**config.mk**
```make
export PLATFORM = sky130hd
export DESIGN_NAME = decode_stage
export DESIGN_NICKNAME = d
export VERILOG_FILES = /design/src/rtl/decode_stage.sv
export SDC_FILE = /design/constraint.sdc
export NUM_CORES = 1
export LEC_CHECK = 0
export CORE_ASPECT_RATIO = 1.75
export CORE_MARGIN = 5
export CORE_UTILIZATION = 39
export CTS_CLUSTER_SIZE = 25
export DETAILED_ROUTE_END_ITERATION = 12
export GPL_TIMING_DRIVEN = 0
export MAX_ROUTING_LAYER = met4
export PLACE_DENSITY = 0.82
export SLEW_MARGIN = 20
export SYNTH_ARGS = -nofsm -noshare
export SYNTH_HDL_FRONTEND = slang
export SYNTH_SLANG_ARGS = --single-unit
```
**constraint.sdc**
```tcl
create_clock -name Clock -period 2.67 [get_ports Clock]
set_clock_uncertainty 0.15 [all_clocks]
set_input_delay 0.534 -clock Clock [delete_from_list [all_inputs] [get_ports Clock]]
set_output_delay 0.534 -clock Clock [all_outputs]
set_load 0.02 [all_outputs]
```
**src/rtl/decode_stage.sv**
```systemverilog
// decode_stage: instruction decode with register-file read, load-use stall,
// flush handling and a HALT state, feeding the ID/EX pipeline register.
`default_nettype none

module decode_stage #(
  parameter int DSIZE = 16,
  parameter int RSIZE = 4
) (
  input  logic             Clock,
  input  logic             Reset,
  input  logic [15:0]      Inst_In,
  input  logic             Inst_Valid,
  input  logic             Flush,
  output logic [RSIZE-1:0] RAddr1,
  output logic [RSIZE-1:0] RAddr2,
  input  logic [DSIZE-1:0] RData1,
  input  logic [DSIZE-1:0] RData2,
  output logic             Stall_Out,
  output logic             EX_Valid,
  output logic [3:0]       EX_Op,
  output logic [RSIZE-1:0] EX_WAddr,
  output logic             EX_Wen,
  output logic             EX_MemRd,
  output logic             EX_MemWr,
  output logic [DSIZE-1:0] EX_A,
  output logic [DSIZE-1:0] EX_B,
  output logic [DSIZE-1:0] EX_Imm,
  output logic             EX_Halt
);

  localparam logic [3:0] OP_LW   = 4'b1000;
  localparam logic [3:0] OP_SW   = 4'b1001;
  localparam logic [3:0] OP_LHB  = 4'b1010;
  localparam logic [3:0] OP_LLB  = 4'b1011;
  localparam logic [3:0] OP_HALT = 4'b1111;

  typedef enum logic [0:0] {RUN = 1'b0, HALTED = 1'b1} state_t;

  state_t state, state_next;

  logic [3:0]       op;
  logic [RSIZE-1:0] rd, rs1, rs2;
  logic [DSIZE-1:0] imm;
  logic             writes_rd;
  logic             wen;
  logic             hz;
  logic             halted;
  logic             load;

  assign op  = Inst_In[15:12];
  assign rd  = RSIZE'(Inst_In[11:8]);
  assign rs1 = RSIZE'(Inst_In[7:4]);
  assign rs2 = RSIZE'(Inst_In[3:0]);

  always_comb begin
    RAddr1    = '0;
    RAddr2    = '0;
    imm       = '0;
    writes_rd = 1'b0;
    if (op[3:2] == 2'b00) begin
      RAddr1    = rs1;
      RAddr2    = rs2;
      writes_rd = 1'b1;
    end else if (op[3:2] == 2'b01) begin
      RAddr1    = rs1;
      imm       = DSIZE'(Inst_In[3:0]);
      writes_rd = 1'b1;
    end else begin
      case (op)
        OP_LW: begin
          RAddr1    = rs1;
          imm       = {{(DSIZE-4){Inst_In[3]}}, Inst_In[3:0]};
          writes_rd = 1'b1;
        end
        OP_SW: begin
          RAddr1 = rs1;
          RAddr2 = rd;
          imm    = {{(DSIZE-4){Inst_In[3]}}, Inst_In[3:0]};
        end
        OP_LHB: begin
          RAddr1    = rd;
          imm       = DSIZE'({Inst_In[7:0], 8'h00});
          writes_rd = 1'b1;
        end
        OP_LLB: begin
          imm       = {{(DSIZE-8){Inst_In[7]}}, Inst_In[7:0]};
          writes_rd = 1'b1;
        end
        default: ;
      endcase
    end
  end

  assign wen = writes_rd && (rd != '0);

  // Unused sources decode to address 0, so comparing against both read ports covers every op.
  assign hz = EX_Valid && EX_MemRd && (EX_WAddr != '0) && Inst_Valid &&
              (((RAddr1 != '0) && (RAddr1 == EX_WAddr)) ||
               ((RAddr2 != '0) && (RAddr2 == EX_WAddr)));

  assign halted    = (state == HALTED);
  assign Stall_Out = (hz || halted) && !Flush && !Reset;
  assign load      = Inst_Valid && !Flush && !hz && !halted;

  always_comb begin
    state_next = state;
    if (state == RUN && load && op == OP_HALT)
      state_next = HALTED;
  end

  always_ff @(posedge Clock) begin
    if (Reset)
      state <= RUN;
    else
      state <= state_next;
  end

  always_ff @(posedge Clock) begin
    if (Reset) begin
      EX_Valid <= 1'b0;
      EX_Op    <= '0;
      EX_WAddr <= '0;
      EX_Wen   <= 1'b0;
      EX_MemRd <= 1'b0;
      EX_MemWr <= 1'b0;
      EX_A     <= '0;
      EX_B     <= '0;
      EX_Imm   <= '0;
      EX_Halt  <= 1'b0;
    end else if (load) begin
      EX_Valid <= 1'b1;
      EX_Op    <= op;
      EX_WAddr <= rd;
      EX_Wen   <= wen;
      EX_MemRd <= (op == OP_LW);
      EX_MemWr <= (op == OP_SW);
      EX_A     <= RData1;
      EX_B     <= RData2;
      EX_Imm   <= imm;
      EX_Halt  <= (op == OP_HALT);
    end else begin
      // Bubble: data fields are left as-is since nothing downstream consumes them.
      EX_Valid <= 1'b0;
      EX_Wen   <= 1'b0;
      EX_MemRd <= 1'b0;
      EX_MemWr <= 1'b0;
      EX_Halt  <= 1'b0;
    end
  end

endmodule

`default_nettype wire

```
==> results of run 1 <==
cell type report:
type	count	share of cell area
clock buffer	11	0.0482
multi-input combinational	249	0.350
tap	90	0.0223
buffer	44	0.0539
timing repair buffer	136	0.262
sequential	62	0.247
clock inverter	4	0.00943
inverter	10	0.00745
repair_timing:
action	4_1_cts	5_1_grt
hold buffers	0	0
pin swaps	11	11
gates resized for setup	57	31
hold endpoints to repair	0	0
setup buffers	11	4
setup endpoints to repair	71	49
gates cloned	1	0
Yosys cell counts, drive strengths merged (2+ instances only):
cell,number,share of area
nand2,10,0.012
nor2b,5,0.010
a211oi,9,0.022
o2111ai,2,0.0057
clkbuf,29,0.036
xor2,2,0.0057
a21oi,60,0.097
a31oi,8,0.016
mux2,3,0.011
nand2b,5,0.010
o21ai,4,0.0065
nand4,46,0.093
nand4b,2,0.0057
mux2i,5,0.016
inv,10,0.012
a2111oi,2,0.0057
nand3,5,0.0081
or2,2,0.0040
dfxtp,62,0.40
a22oi,4,0.011
or3,2,0.0057
o31ai,44,0.11
nor2,11,0.013
nor3,3,0.0085
buf,15,0.030
power breakdown:
part           total (mW)  leakage [nW]  internal, mW  switching (mW)
registers           0.995         0.507         0.966          0.0285
logic               0.480          1.21         0.232           0.248
clock network        1.15         0.141         0.739           0.407
registers in the layout, summed over array words and instances (netlist names):
signal and flops:
halted 1, EX_Valid 1, EX_MemWr 1, EX_B 16, EX_A 16, EX_WAddr 4
EX_MemRd 1, EX_Imm 16, EX_Wen 1, EX_Halt 1, EX_Op 4
cell families (layout without fill, tap and decap cells):
kind of cell	Yosys count	in the layout
xor+xnor	3	3
buf+inv	54	205
mux	8	8
flops	62	62
compound gates	141	141
simple gates	97	97
metal layers:
metal | up-vias | routed length [um] | track usage
li1 | 1706 | - | -
met3 | 30 | 604 | 0.0366
met4 | 0 | 326 | 0.108
met1 | 1766 | 4360 | 0.251
met5 | - | 0 | -
met2 | 168 | 6500 | 0.434
through the flow:
stage / TNS, ps / worst slack [ps] / cell area [um^2] / util
floorplan: -304 / -69.2 / 3210 / -
global placement: -48150 / -1420 / 4520 / 0.576
detailed placement: -51740 / -1450 / 4520 / 0.576
CTS: -234 / -234 / 4960 / 0.631
global route: -398 / -298 / 5040 / 0.642
finish: -259 / -248 / 5040 / 0.642
worst register-to-register path: stages, from the launching register on:
cell and delay (ps):
dfxtp_2 420, inv_1 120, a211o_1 320, a211oi_4 320
o2111ai_4 160, buf_4 170, buf_4 150, clkbuf_4 190
a31oi_1 170, a211oi_1 80
worst paths after layout:
kind / start / endpoint / slack (ps) / depth (start not counted)
setup / recovery: Inst_In[13] / Stall_Out / -250 / 8
hold / removal: EX_A[5] / EX_A[5] / 320 / 2
setup reg to reg: EX_WAddr[1] / EX_Imm[10] / 270 / 9
hold reg to reg: EX_A[5] / EX_A[5] / 320 / 2
==> out/summary.txt, run 1 <==
final number of hold-violating endpoints: 0
Fmax: 343 MHz
DRC violations left: 0
CP max stage delay: 430 ps
IO buf count: 120
Core Box Area: 7860 um^2
xor and xnor area share after synthesis: 0.00850
combinational family with the most area after synthesis: compound AO/OA/AOI/OAI gates
CP Launch Type: primary input
Synth Area per Inst: 8.47 um^2
Slew headroom: 0.561
Post-DRT Antenna Nets: 0
DR WL/cell: 19.5 um
share of cells above drive strength 1: 0.184
fin nets: 564
PwrDens: 520 nW/um^2
WS Path Type: primary input to primary output
drt pass-1 iters: 5
n_diodes: 0
Die H: 128 um
Root Driver: clkbuf_16
GRT Total Usage: 0.240
Crit path max-delay family: compound AO/OA/AOI/OAI gates
die width: 77.3 um
Synth Warn #: 0
failing checks: setup timing
setup violators final: 2
total power: 2.62 mW
run status: finished, violations left
largest net degree at the start of global routing: 11
Rows: 43
die area: 9870 um^2
clk sink count: 62
Unique masters post-synth: 48
period utilisation layout: 1.09
Worst Path Arrival: 2230 ps
worst ir drop on vdd: 0.000396 V
GPL Wtd Cong: 0.905
number of synthesized flops with an enable pin: 0
fillcell total: 674
Max Slew Vio Count: 0
first-pass GRT wire length: 18.6 mm
Critical Path Sink Type: primary output
post-synthesis cell area: 3090 um^2
FF+latch area: 1240 um^2
I/O pin count: 122
RSZ-0062 raised after global routing: true
hold slack: 317 ps
Starting Density: 0.393
CTS Buf Count: 9
leak pwr: 1.86 nW
highest-count cells in the layout ignoring fill and taps: clkdlybuf4s50_1, dfxtp_1, a21oi_1
Post-Route WL: 11.8 mm
area of the multi-input gates: 1760 um^2
Max Cap Viol: 0
number of synthesized register bits: 62
net count after synthesis: 417
htree depth: 3
Via density: 6.06
Final Critical Period: 2920 ps
GRT overflow: 0
DR iter-0 viols: 367
Layout Cells excl Fill: 606
vias in the first global route: 3,669
Final WS setup: -248 ps
slowest CP cell: a2111oi_2
Critical Path RT: 1990 ps
Synth Area in Adders: 0
most common cell after layout, fill and taps aside: clkdlybuf4s50_1
routed via count: 3,670
Slew @ Worst Pin: 658 ps
Post-Synthesis Cells: 365
worst skew pair latency: 330 ps
CTS tree: yes
compound-cell area share of the yosys netlist: 0.297
CTS clock-pin slew for the worst setup and hold paths: 50 ps
Synth Flop Type: dfxtp_1
Hold Path Class: register to register
sequential element share of the synthesized area: 0.402
Synth-to-Final Area Change: 63.1%
cell total after placement: 575
worst path buffer plus inverter count: 3
Critical Path Fanout Max: 7
simple-gate portion of the synthesized area: 0.188
worst-case clock buffer depth: 2
initial antenna violation count: 0
crit path cell chain: buf_8, nand4b_1, a2111oi_2, mux2_4, o2111ai_4, clkbuf_8, a21boi_4, buf_6
fraction of registers with async set or reset after synthesis: 0
DP HPWL: 8.55 mm
mux cell area share after synthesis: 0.0271
(Power assumes the default switching activity.)
==> run 2: changes to the inputs <==
- CELL_PAD_IN_SITES_DETAIL_PLACEMENT: not set -> 0
- CELL_PAD_IN_SITES_GLOBAL_PLACEMENT: not set -> 1
- CORE_UTILIZATION: 39 -> 28
- clock period: 2.67 -> 2.6 ns (I/O delays scaled with it)
==> run 2 against run 1 <==
Effect of this change: the run still ends with setup timing left; worst hold slack got worse by 2.1 ps; sequential power hardly changed; critical path type unchanged; largest power group unchanged; die area up 35%; clock-buffer cell count grew 1; global-route usage shrank 4.5 points; register-to-register slack got worse by 50 ps; clock power up 11%; wire length rose by 5.9%.
==> out/summary.txt, run 2 (synthesis results as in run 1) <==
IO buf count: 120 (unchanged)
met3 usage: 0.0381 (+0.00157)
Starting Density: 0.287 (-0.106)
GPL Wtd Cong: 0.858 (-5.2%)
RSZ-0062 raised after global routing: true
CTS clock-pin slew for the worst setup and hold paths: 50 ps (about the same)
most numerous cell on the critical path: buf_6
DR WL/cell: 19.2 um (-1.3%)
met1 Use GR: 0.207 (-0.0446)
highest-count cells in the layout ignoring fill and taps: clkdlybuf4s50_1, dfxtp_1, a21oi_1
Max Slew Vio Count: 0 (unchanged)
Synth-to-Final Area Change: 68.7%
Fmax: 351 MHz
Top Registers: EX_A: 16 flops, EX_B: 16 flops, EX_Imm: 16 flops
I/O pin count: 122 (unchanged)
Post-Route WL: 12.5 mm (+5.9%)
slowest CP cell: mux2i_2
RR Endpoint: EX_Imm[10]
Comb pwr share: 0.177 (-0.006)
CP max stage delay: 320 ps (-110 ps)
routed via count: 3,583 (-2.4%)
Critical Path RT: 1930 ps (-60 ps)
fin area: 5210 um^2 (+3.4%)
first-pass GRT wire length: 19.5 mm (+4.8%)
CP Launch Type: primary input
WS Path Type: primary input to primary output
Worst Path Arrival: 2180 ps (-50 ps)
DR iter-0 viols: 182 (-50%)
Hold Path Sink: EX_Imm[0]
worst ir drop on vdd: 0.000348 V (-12%)
Hold Path Class: register to register
worst reg-to-reg path cell count: 9 (unchanged)
die area: 13,300 um^2 (+35%)
Critical Path Sink Type: primary output
Crit path max-delay family: buffers and inverters
worst path buffer plus inverter count: 4 (+1)
Via density: 5.51 (-9.0%)
CTS tree: yes
Die H: 149 um (+17%)
vias in the first global route: 3,793 (+3.4%)
initial antenna violation count: 0 (unchanged)
GRT overflow: 0 (unchanged)
crit path cell chain: buf_6, and4bb_1, buf_6, a22oi_2, mux2i_2, a41oi_4, clkbuf_8, a21boi_4, buf_6
Sw Ratio: 0.252 (-0.00854)
most common cell after layout, fill and taps aside: clkdlybuf4s50_1
leak pwr: 1.94 nW (+4.6%)
Root Driver: clkbuf_16
fin nets: 567 (+0.53%)
setup violators final: 1 (-1)
r2r setup slk: 220 ps (-50 ps)
hold path cells: 2 (unchanged)
Final Critical Period: 2850 ps
failing checks: setup timing
Hold Startpoint: EX_Imm[0]
Psw: 706 uW (+3.3%)
largest net degree at the start of global routing: 11 (unchanged)
Slew @ Worst Pin: 689 ps (+30.4 ps)
DRC violations left: 0 (unchanged)
DP Area: 4580 um^2 (+1.2%)
Rows: 50 (+16%)
P_int: 2.09 mW (+8.0%)
clk sink count: 62 (unchanged)
Clock power frac: 0.457 (+0.020)
Slew headroom: 0.541 (-0.0203)
Core Box Area: 10,800 um^2 (+37%)
busiest layer in global routing: met2
setup_tns: -251 ps (+8.36 ps)
n_diodes: 0 (unchanged)
run status: finished, violations left
worst skew pair latency: 330 ps (about the same)
DP HPWL: 9.14 mm (+7.0%)
period utilisation layout: 1.10
Max Cap Viol: 0 (unchanged)
Final WS setup: -251 ps (-2.81 ps)
share of cells above drive strength 1: 0.215 (+0.0313)
final number of hold-violating endpoints: 0 (unchanged)
Post-DRT Antenna Nets: 0 (unchanged)
PwrDens: 537 nW/um^2 (+3.3%)
worst-case clock buffer depth: 2 (unchanged)
CTS Buf Count: 9 (unchanged)
reg2reg start: EX_WAddr[3]
GRT Total Usage: 0.195 (-0.0450)
Critical Path Fanout Max: 8 (+1)
sequential power share: 0.366 (-0.014)
met2 Resource Use GR: 0.337 (-0.0972)
htree depth: 3 (unchanged)
drt pass-1 iters: 4 (-1)
die width: 89.4 um (+16%)
==> run 2: changes by cell type in the layout (fill, tap and decap cells not counted), sizes merged <==
cell | previous run | this run
clkbuf | 41 | 47
clkdlybuf4s50 | 104 | 99
dlymetal6s2s | 0 | 4
clkdlybuf4s15 | 3 | 1
bufinv | 1 | 2
clkinvlp | 1 | 0
dlygate4sd2 | 7 | 8
==> run 2: metrics by stage <==
step                      utilization  hold slack [ps]  total power [mW]  setup slack, ps  cells
after global placement          0.425              298              1.50            -1580    615
after floorplan                     -              383              1.27             -118    365
final                           0.484              315              2.80             -251    650
after global routing            0.484              337              2.90             -321    650
after CTS                       0.471              318              2.80             -273    648
after detailed placement        0.425              309              1.51            -1590    615
==> run 2: cell type report <==
cell class / count / area (um^2)
fillers: 1042 / 5550
multi-input cells: 249 / 1820
repair buffers: 139 / 1330
flip-flops and latches: 62 / 1250
plain buffers: 44 / 302
clock buffers: 12 / 246
well taps: 130 / 163
clock inverters: 4 / 70.1
inverters: 10 / 37.5
==> run 2: worst reg2reg max path: stages (launching register included) <==
cell	delay, ps
dfxtp_2	420
inv_1	180
a2111oi_2	380
mux2_4	230
o2111ai_4	160
buf_4	180
buf_4	160
buf_6	140
a31oi_1	190
a211oi_2	70
==> run 2: per-layer routing <==
layer / vias to the layer above / wire length, um
met1: 1722 / 4600
met4: 0 / 447
met3: 27 / 612
li1: 1714 / -
met2: 120 / 6830
met5: - / 0
==> run 2: timing repair <==
action | in CTS | in global routing
pin swaps | 13 | 8
resized for setup | 64 | 52
setup endpoints to repair | 71 | 57
hold buffers | 0 | 0
buffers inserted | 17 | 1
cloned | 0 | 1
==> run 2: worst max-delay path by stage <==
stage                startpoint        end  slack (ps)  depth (start not counted)
finish              Inst_In[14]  Stall_Out        -250                          9
global route        Inst_In[15]  Stall_Out        -320                          9
CTS                 Inst_In[15]  Stall_Out        -270                          9
detailed placement  Inst_In[14]  Stall_Out       -1590                          8
global placement    Inst_In[14]  Stall_Out       -1580                          8
floorplan           Inst_In[15]  Stall_Out        -120                          8
==> run 2: power groups by stage <==
stage	Combinational, mW	Clock [mW]	Sequential [mW]
5_1_grt	0.531	1.34	1.03
3_5_place_dp	0.467	0	1.04
3_3_place_gp	0.463	0	1.04
6_report	0.495	1.28	1.02
4_1_cts	0.483	1.30	1.02
2_1_floorplan	0.184	0	1.08
==> run 3: changes to the inputs <==
- CORE_ASPECT_RATIO: 1.75 -> not set
==> run 3 against run 2 <==
Effect of this change: critical endpoint unchanged; clock-buffer cell count is 2 lower; setup slack worse by 29 ps; largest cell class unchanged; wire length down 2.2%; highest routed layer unchanged; critical path type unchanged; the flow still finishes with violations (setup timing); non-clock buffer count shrank 3.
==> out/summary.txt, run 3 (synthesis results as in run 1) <==
Clock power frac: 0.370 (-0.087)
Layout Cells excl Fill: 657 (+1.1%)
PwrDens: 472 nW/um^2 (-12%)
WS Path Type: primary input to primary output
Worst Path Arrival: 2210 ps (+30 ps)
worst ir drop on vdd: 0.000353 V (+1.3%)
cell total after placement: 625 (+1.6%)
clk sink count: 62 (unchanged)
period utilisation layout: 1.11 (+0.0110)
Max Cap Viol: 0 (unchanged)
Slew @ Worst Pin: 626 ps (-62.6 ps)
area of the multi-input gates: 1870 um^2 (+2.7%)
drt pass-1 iters: 4 (unchanged)
n_diodes: 0 (unchanged)
CTS tree: yes
first-pass GRT wire length: 19.3 mm (-1.0%)
Fmax: 347 MHz (-1.0%)
vias in the first global route: 3,711 (-2.2%)
IO buf count: 120 (unchanged)
DRC violations left: 0 (unchanged)
die area: 13,200 um^2 (-0.62%)
CTS Buf Count: 9 (unchanged)
share of cells above drive strength 1: 0.219 (+0.00318)
routed via count: 3,550 (-0.92%)
leak pwr: 1.85 nW (-4.8%)
fin area: 5130 um^2 (-1.6%)
Critical Path Sink Type: primary output
largest net degree at the start of global routing: 13 (+2)
htree depth: 3 (unchanged)
Final Critical Period: 2880 ps (+28.7 ps)
Top Registers: EX_A: 16 flops, EX_B: 16 flops, EX_Imm: 16 flops
Hold Buf Count CTS: 0 (unchanged)
Critical Path RT: 1930 ps (about the same)
run status: finished, violations left
worst-case clock buffer depth: 2 (unchanged)
failing checks: setup timing
fillcell total: 1,058 (+1.5%)
GRT overflow: 0 (unchanged)
Comb pwr share: 0.208 (+0.031)
FF+latch area: 1240 um^2 (-0.10%)
DR iter-0 viols: 252 (+38%)
hold slack: 313 ps (-1.96 ps)
fin nets: 564 (-0.53%)
Psw: 713 uW (+0.97%)
Rows: 38 (-24%)
setup violators final: 1 (unchanged)
GPL Wtd Cong: 0.924 (+7.8%)
worst skew pair latency: 340 ps (about the same)
DP Area: 4590 um^2 (+0.27%)
most common cell after layout, fill and taps aside: clkdlybuf4s50_1
Post-DRT Antenna Nets: 0 (unchanged)
sequential power share: 0.422 (+0.056)
highest-count cells in the layout ignoring fill and taps: clkdlybuf4s50_1, dfxtp_1, a21oi_1
final number of hold-violating endpoints: 0 (unchanged)
Critical Path Fanout Max: 7 (-1)
Sw Ratio: 0.295 (+0.0423)
Max Slew Vio Count: 0 (unchanged)
Die H: 115 um (-23%)
Hold Path Class: register to register
Final WS setup: -280 ps (-28.7 ps)
Post-Route WL: 12.2 mm (-2.2%)
I/O pin count: 122 (unchanged)
P_int: 1.71 mW (-18%)
CTS clock-pin slew for the worst setup and hold paths: 80 ps (+30 ps)
DP HPWL: 8.88 mm (-2.9%)
GRT Total Usage: 0.187 (-0.00721)
Slew headroom: 0.583 (+0.0417)
setup_tns: -280 ps (-28.7 ps)
Starting Density: 0.285 (-0.00212)
Root Driver: clkbuf_8
initial antenna violation count: 0 (unchanged)
Synth-to-Final Area Change: 65.9%
CP Launch Type: primary input
DR WL/cell: 18.6 um (-3.3%)
Via density: 5.40 (-2.0%)
die width: 115 um (+29%)
RSZ-0062 raised after global routing: true
Core Box Area: 10,800 um^2 (+0.74%)
## run 3: changes by cell type in the layout (fill, tap and decap cells not counted), moves of 3 or more
cell	before	now
buf_2	4	10
buf_4	22	18
clkbuf_16	10	1
clkbuf_4	8	3
clkbuf_8	3	12
clkinvlp_4	0	3
o31ai_1	34	30
## run 3: metal layers
| layer | track usage | wire length [um] | up-vias |
|---|---|---|---|
| met4 | 0.0556 | 180 | 0 |
| met2 | 0.313 | 6000 | 107 |
| met5 | - | 0 | - |
| met3 | 0.0353 | 678 | 16 |
| li1 | - | - | 1711 |
| met1 | 0.229 | 5350 | 1716 |
## run 3: final cells by class
type / count / area share
multi-input combinational: 249 / 0.364
timing repair buffer: 136 / 0.256
sequential: 62 / 0.243
buffer: 44 / 0.0549
tap: 140 / 0.0342
clock buffer: 10 / 0.0268
clock inverter: 6 / 0.0137
inverter: 10 / 0.00732
## run 3: power by group through the flow
stage / logic (mW) / clock network [mW] / registers (mW)
finish: 0.504 / 0.895 / 1.02
global route: 0.539 / 0.939 / 1.02
CTS: 0.492 / 0.907 / 1.02
detailed placement: 0.469 / 0 / 1.04
global placement: 0.465 / 0 / 1.04
floorplan: 0.184 / 0 / 1.08
## run 3: path summary, 6_finish.rpt
path	cells past startpoint	end	start	slack, ps
setup reg to reg	9	EX_B[5]	EX_WAddr[1]	190
hold reg to reg	2	EX_Imm[0]	EX_Imm[0]	310
hold / removal	2	EX_Imm[0]	EX_Imm[0]	310
setup / recovery	9	Stall_Out	Inst_In[15]	-280
## run 3: stage by stage
step                power [mW]   util  worst slack (ps)
floorplan                 1.27      -              -118
global placement          1.50  0.423             -1600
detailed placement        1.51  0.423             -1610
CTS                       2.42  0.460              -299
global route              2.50  0.473              -352
finish                    2.42  0.473              -280
## run 3: worst max-delay path, cell delays in order
cell and delay (ps):
clkbuf_16 130, and4bb_1 230, buf_6 140, a22oi_2 240, mux2i_4 310, a41oi_4 160
clkbuf_8 180, a21boi_4 160, buf_6 130
## run 3: repair_timing
item	CTS	global route
buffers inserted	15	1
resized for setup	66	43
endpoints found under the hold margin	0	0
setup endpoints to repair	71	47
pin swaps	11	6
==> RTL change 1, RTL diff (settings of run 1) <==
`DSIZE`: 16 -> 32.
--- a/src/rtl/decode_stage.sv
+++ b/src/rtl/decode_stage.sv
@@ -3,7 +3,7 @@
 `default_nettype none
 
 module decode_stage #(
-  parameter int DSIZE = 16,
+  parameter int DSIZE = 32,
   parameter int RSIZE = 4
 ) (
   input  logic             Clock,
Interface: changed (5 resized); port bits go from 122 to 202. The function was not compared with the original's and may differ.
==> RTL change 1 against run 1 <==
  * Critical path type unchanged
  * Routed wire length grew 34%
  * Clock power grew 16%
  * Setup slack gained 0.014 ns
  * Non-clock buffer count grew 105
  * Cell area grew 40%
  * Area after synthesis grew 35%
  * Register-to-register slack lost 0.16 ns
  * Total power grew 35%
  * The flow still finishes with violations (setup timing)
  * Sequential cell count grew 32
  * Sequential share of layout area grew 1.9 points
  * Maximum frequency grew 0.47%
  * Final cell count grew 43%
  * Largest power group is now registers
==> RTL change 1: results (changes against run 1) <==
Slowest cell on crit path mux2_4; Vias per Instance 5.57 (-8.0%); # setup viols final 1 (-1); Fill cells 854 (+27%); RD Place Congestion 0.890 (-1.6%); Placed Instance Area 6440 µm² (+42%); met1 Usage GRT 25.3% (+0.20 points); leading registers by flop count EX_A (32), EX_B (32), EX_Imm (16); Static Leak 2.60 nW (+40%); Post-synth top cells dfxtp_1 (94), a21oi_1 (83), nand3_1 (74), o21ai_0 (65), clkbuf_1 (31); Setup WS pre-CTS -1.54 ns (-0.0942 ns); Metal-1 WL 5590 µm (+28%); routed wl met2 8390 µm (+29%); global-route total usage across every layer 24.5% (+0.50 points); worst setup margin -0.234 ns (+0.0138 ns); Post-Route WL 15800 µm (+34%); first-pass GRT wire length 24400 µm (+31%); flop2flop setup slack 0.11 ns (-0.16 ns); multi-input combinational area share 30.6% (-4.3 points); mux cell area share after synthesis 0.602% (-2.1 points); CLK BUF 12 (+1); postcts setup bufs 14 (+3); sequential element share of the synthesized area 45.2% (+5.1 points); CTS resizes 67 (+18%); Min Hold Slack 0.324 ns (+0.00633 ns); Total Nets Final 813 (+44%); status finished, violations left; number of global-route vias before repair 4884 (+33%); failing checks setup timing; GR Util met3 3.90% (+0.24 points); via count 4815 (+31%); Inst Count DP 830 (+44%); clock-cell share of area 4.40% (-1.4 points); Hold Path Sink EX_Op[0]; worst vdd ir 0.476 mV (+20%); pin count of the biggest net entering global routing 19 (+8); Non-clock inverters 3 (-7); Max stage delay on crit path 0.32 ns (-0.11 ns); Seq/total area 26.6% (+1.9 points); Non-clk bufs 285 (+58%); worst reg2reg endpoint EX_WAddr[0]; fin area 7080 µm² (+40%); hpwl dp 11800 µm (+38%); worst-path maximum fanout 4 (-3); Slew Limit Headroom 56.7% (+0.58 points); Yosys reg bits 94 (+52%); met3 wire length 1090 µm (+80%)
## RTL change 1: cell count changes in the layout (fill, tap and decap cells not counted), sizes merged, moves of 7 or more
cell / run 1 / this run
clkdlybuf4s50: 104 / 180
o21ai: 4 / 77
nand3: 5 / 74
nand4: 46 / 1
o31ai: 44 / 1
dfxtp: 62 / 94
a21oi: 60 / 83
buf: 36 / 56
a211oi: 9 / 1
a31o: 0 / 8
nor3: 3 / 11
a311oi: 0 / 7
inv: 10 / 3
## RTL change 1: power groups by stage
stage	Clock, mW	Combinational, mW	Sequential, mW
global placement	0	0.644	1.53
CTS	1.34	0.684	1.50
floorplan	0	0.236	1.60
detailed placement	0	0.658	1.53
global route	1.40	0.747	1.51
finish	1.33	0.705	1.50
## RTL change 1: logic make-up (layout without fill, tap and decap cells)
kind of cell,Yosys count,in the layout
and+or+nand+nor,132,132
AOI/OAI and AO/OA,199,199
xor gates and xnor gates,3,3
muxes,2,2
buffers and inverters,69,304
DFF,94,94
==> RTL change 2, RTL diff (config.mk and constraints of run 1) <==
Made on the original files. Reset style: asynchronous (`Reset`), changed in 2 clocked blocks.
--- a/src/rtl/decode_stage.sv
+++ b/src/rtl/decode_stage.sv
@@ -108,14 +108,14 @@
       state_next = HALTED;
   end
 
-  always_ff @(posedge Clock) begin
+  always_ff @(posedge Clock or posedge Reset) begin
     if (Reset)
       state <= RUN;
     else
       state <= state_next;
   end
 
-  always_ff @(posedge Clock) begin
+  always_ff @(posedge Clock or posedge Reset) begin
     if (Reset) begin
       EX_Valid <= 1'b0;
       EX_Op    <= '0;
Behaviour: differs if Reset is asserted again (counterexample within 4 cycles, from zero or initial values and one cycle with Reset high); with Reset held inactive, the same outputs for 10 cycles.
==> RTL change 2 against run 1 <==
  * The flow still finishes with violations (setup timing)
  * Via count shrank 29%
  * First-iteration DRC count fell by 56%
  * Worst hold slack gained 0.021 ns
  * Global-route usage is 3.5 points lower
  * Critical endpoint unchanged
  * Area after synthesis decreased by 7.4%
  * Setup slack lost 0.018 ns
  * Cell area up 0.77%
  * Non-clock buffer count down 21
  * Critical path type unchanged
  * Routed wire length fell by 17%
  * Sequential cell count unchanged
  * Die area is 6.6% lower
  * Count of clock-buffer cells in the layout is the same
Power is not compared: it rests on default switching activity, and its combinational part moved more than twofold at a synthesized area within 25%.
==> RTL change 2: results (changes against run 1) <==
FFs w/ async S/R, synth 100% (+100 points); Slowest cell on crit path o211ai_1; largest cells by area after synthesis dfrtp_1 (54%), mux2_1 (17%), mux2i_1 (3.8%); status finished, violations left; Port Buffers 121 (+0.83%); Seq power 1.23 mW; # setup viols final 60 (+58); failing checks setup timing; syn nets 287 (-31%); Post-synth top cells dfrtp_1 (62), mux2_1 (43), inv_1 (15), a21oi_1 (13); detailed-router iteration count before antenna repair 4 (-1); Avg WL per Cell 20.2 µm (+3.7%); via count 2593 (-29%); Max stage delay on crit path 0.37 ns (-0.06 ns); global-route total usage across every layer 20.5% (-3.5 points); hpwl dp 6220 µm (-27%); pin count of the biggest net entering global routing 60 (+49); Placed Instance Area 4230 µm² (-6.6%); Inst Count DP 443 (-23%); Fill cells 499 (-26%); worst-path maximum fanout 5 (-2); flop2flop setup slack -0.14 ns (-0.41 ns); share of layout cells above drive strength 1 28.9% (+10 points); first-pass GRT wire length 13400 µm (-28%); mean area per synthesized cell 12.2 µm² (+44%); sequential cell area 1560 µm² (+25%); worst setup margin -0.266 ns (-0.0180 ns); sequential element share of the synthesized area 54.2% (+14 points); library cells used by synthesis 42 (-13%); Iteration-0 DRC Markers 163 (-56%); Min Hold Slack 0.339 ns (+0.0213 ns); crit-path leading delay family compound AO/OA/AOI/OAI gates; final cell count without fillers 484 (-20%); total power 3.77 mW; RD Place Congestion 0.880 (-2.7%); total grt overflow 0 (unchanged); Total Nets Final 445 (-21%); Slew Limit Headroom 55.4% (-0.76 points); Setup WS pre-CTS -1.27 ns (+0.181 ns); CTS resizes 56 (-1.8%); setup TNS -9.86 ns (-9.60 ns); Critical Path AT 2.25 ns (+0.02 ns); postcts setup bufs 15 (+4)
[RTL change 2: changes by cell type after synthesis, moves of 6 or more]
| cell | run 1 | this run |
|---|---|---|
| mux2_1 | 0 | 43 |
| inv_1 | 9 | 15 |
| dfrtp_1 | 0 | 62 |
| nand4_1 | 46 | 1 |
| a31oi_1 | 8 | 1 |
| dfxtp_1 | 62 | 0 |
| clkbuf_1 | 28 | 4 |
| buf_2 | 10 | 1 |
| o31ai_1 | 44 | 0 |
| a211oi_1 | 9 | 2 |
| mux2i_1 | 5 | 11 |
| a21oi_1 | 60 | 13 |
[RTL change 2: area by class of cell]
cell class	instances	share of cell area (%)
Tap cell	86	2.12
Clock inverter	5	1.63
Timing Repair Buffer	148	28.6
Multi-Input combinational cell	146	28.7
Clock buffer	11	4.78
Sequential cell	62	30.6
Inverter	15	1.16
Buffer	11	2.36
[RTL change 2: path summary, 6_finish.rpt]
kind	start	end	cells past startpoint
worst max register to register	EX_WAddr[0]	EX_A[5]	10
worst min register to register	EX_A[15]	EX_A[15]	1
worst max-delay path	Inst_In[12]	Stall_Out	10
max in group asynchronous	Reset	EX_WAddr[0]	3
worst min-delay path	EX_A[15]	EX_A[15]	1
min in group asynchronous	Reset	halted	2
[RTL change 2: layer usage]
layer / GRT usage (%) / up-vias / part of all wire, % / routed length [µm]
met3: 4.88 / 33 / 5.8 / 562
met1: 21.3 / 1285 / 33 / 3220
met4: 8.80 / 0 / 3.8 / 367
met5: - / - / 0 / 0
met2: 35.9 / 130 / 58 / 5620
li1: - / 1145 / - / -
[RTL change 2: cells by family (layout without fill, tap and decap cells)]
group	Yosys count	count (layout)	share of synthesized area, %
xor+xnor	4	4	1.22
mux	57	57	21.9
simple gates	52	52	10.5
flops	62	62	54.2
buf+inv	27	190	4.50
compound gates	33	33	7.61
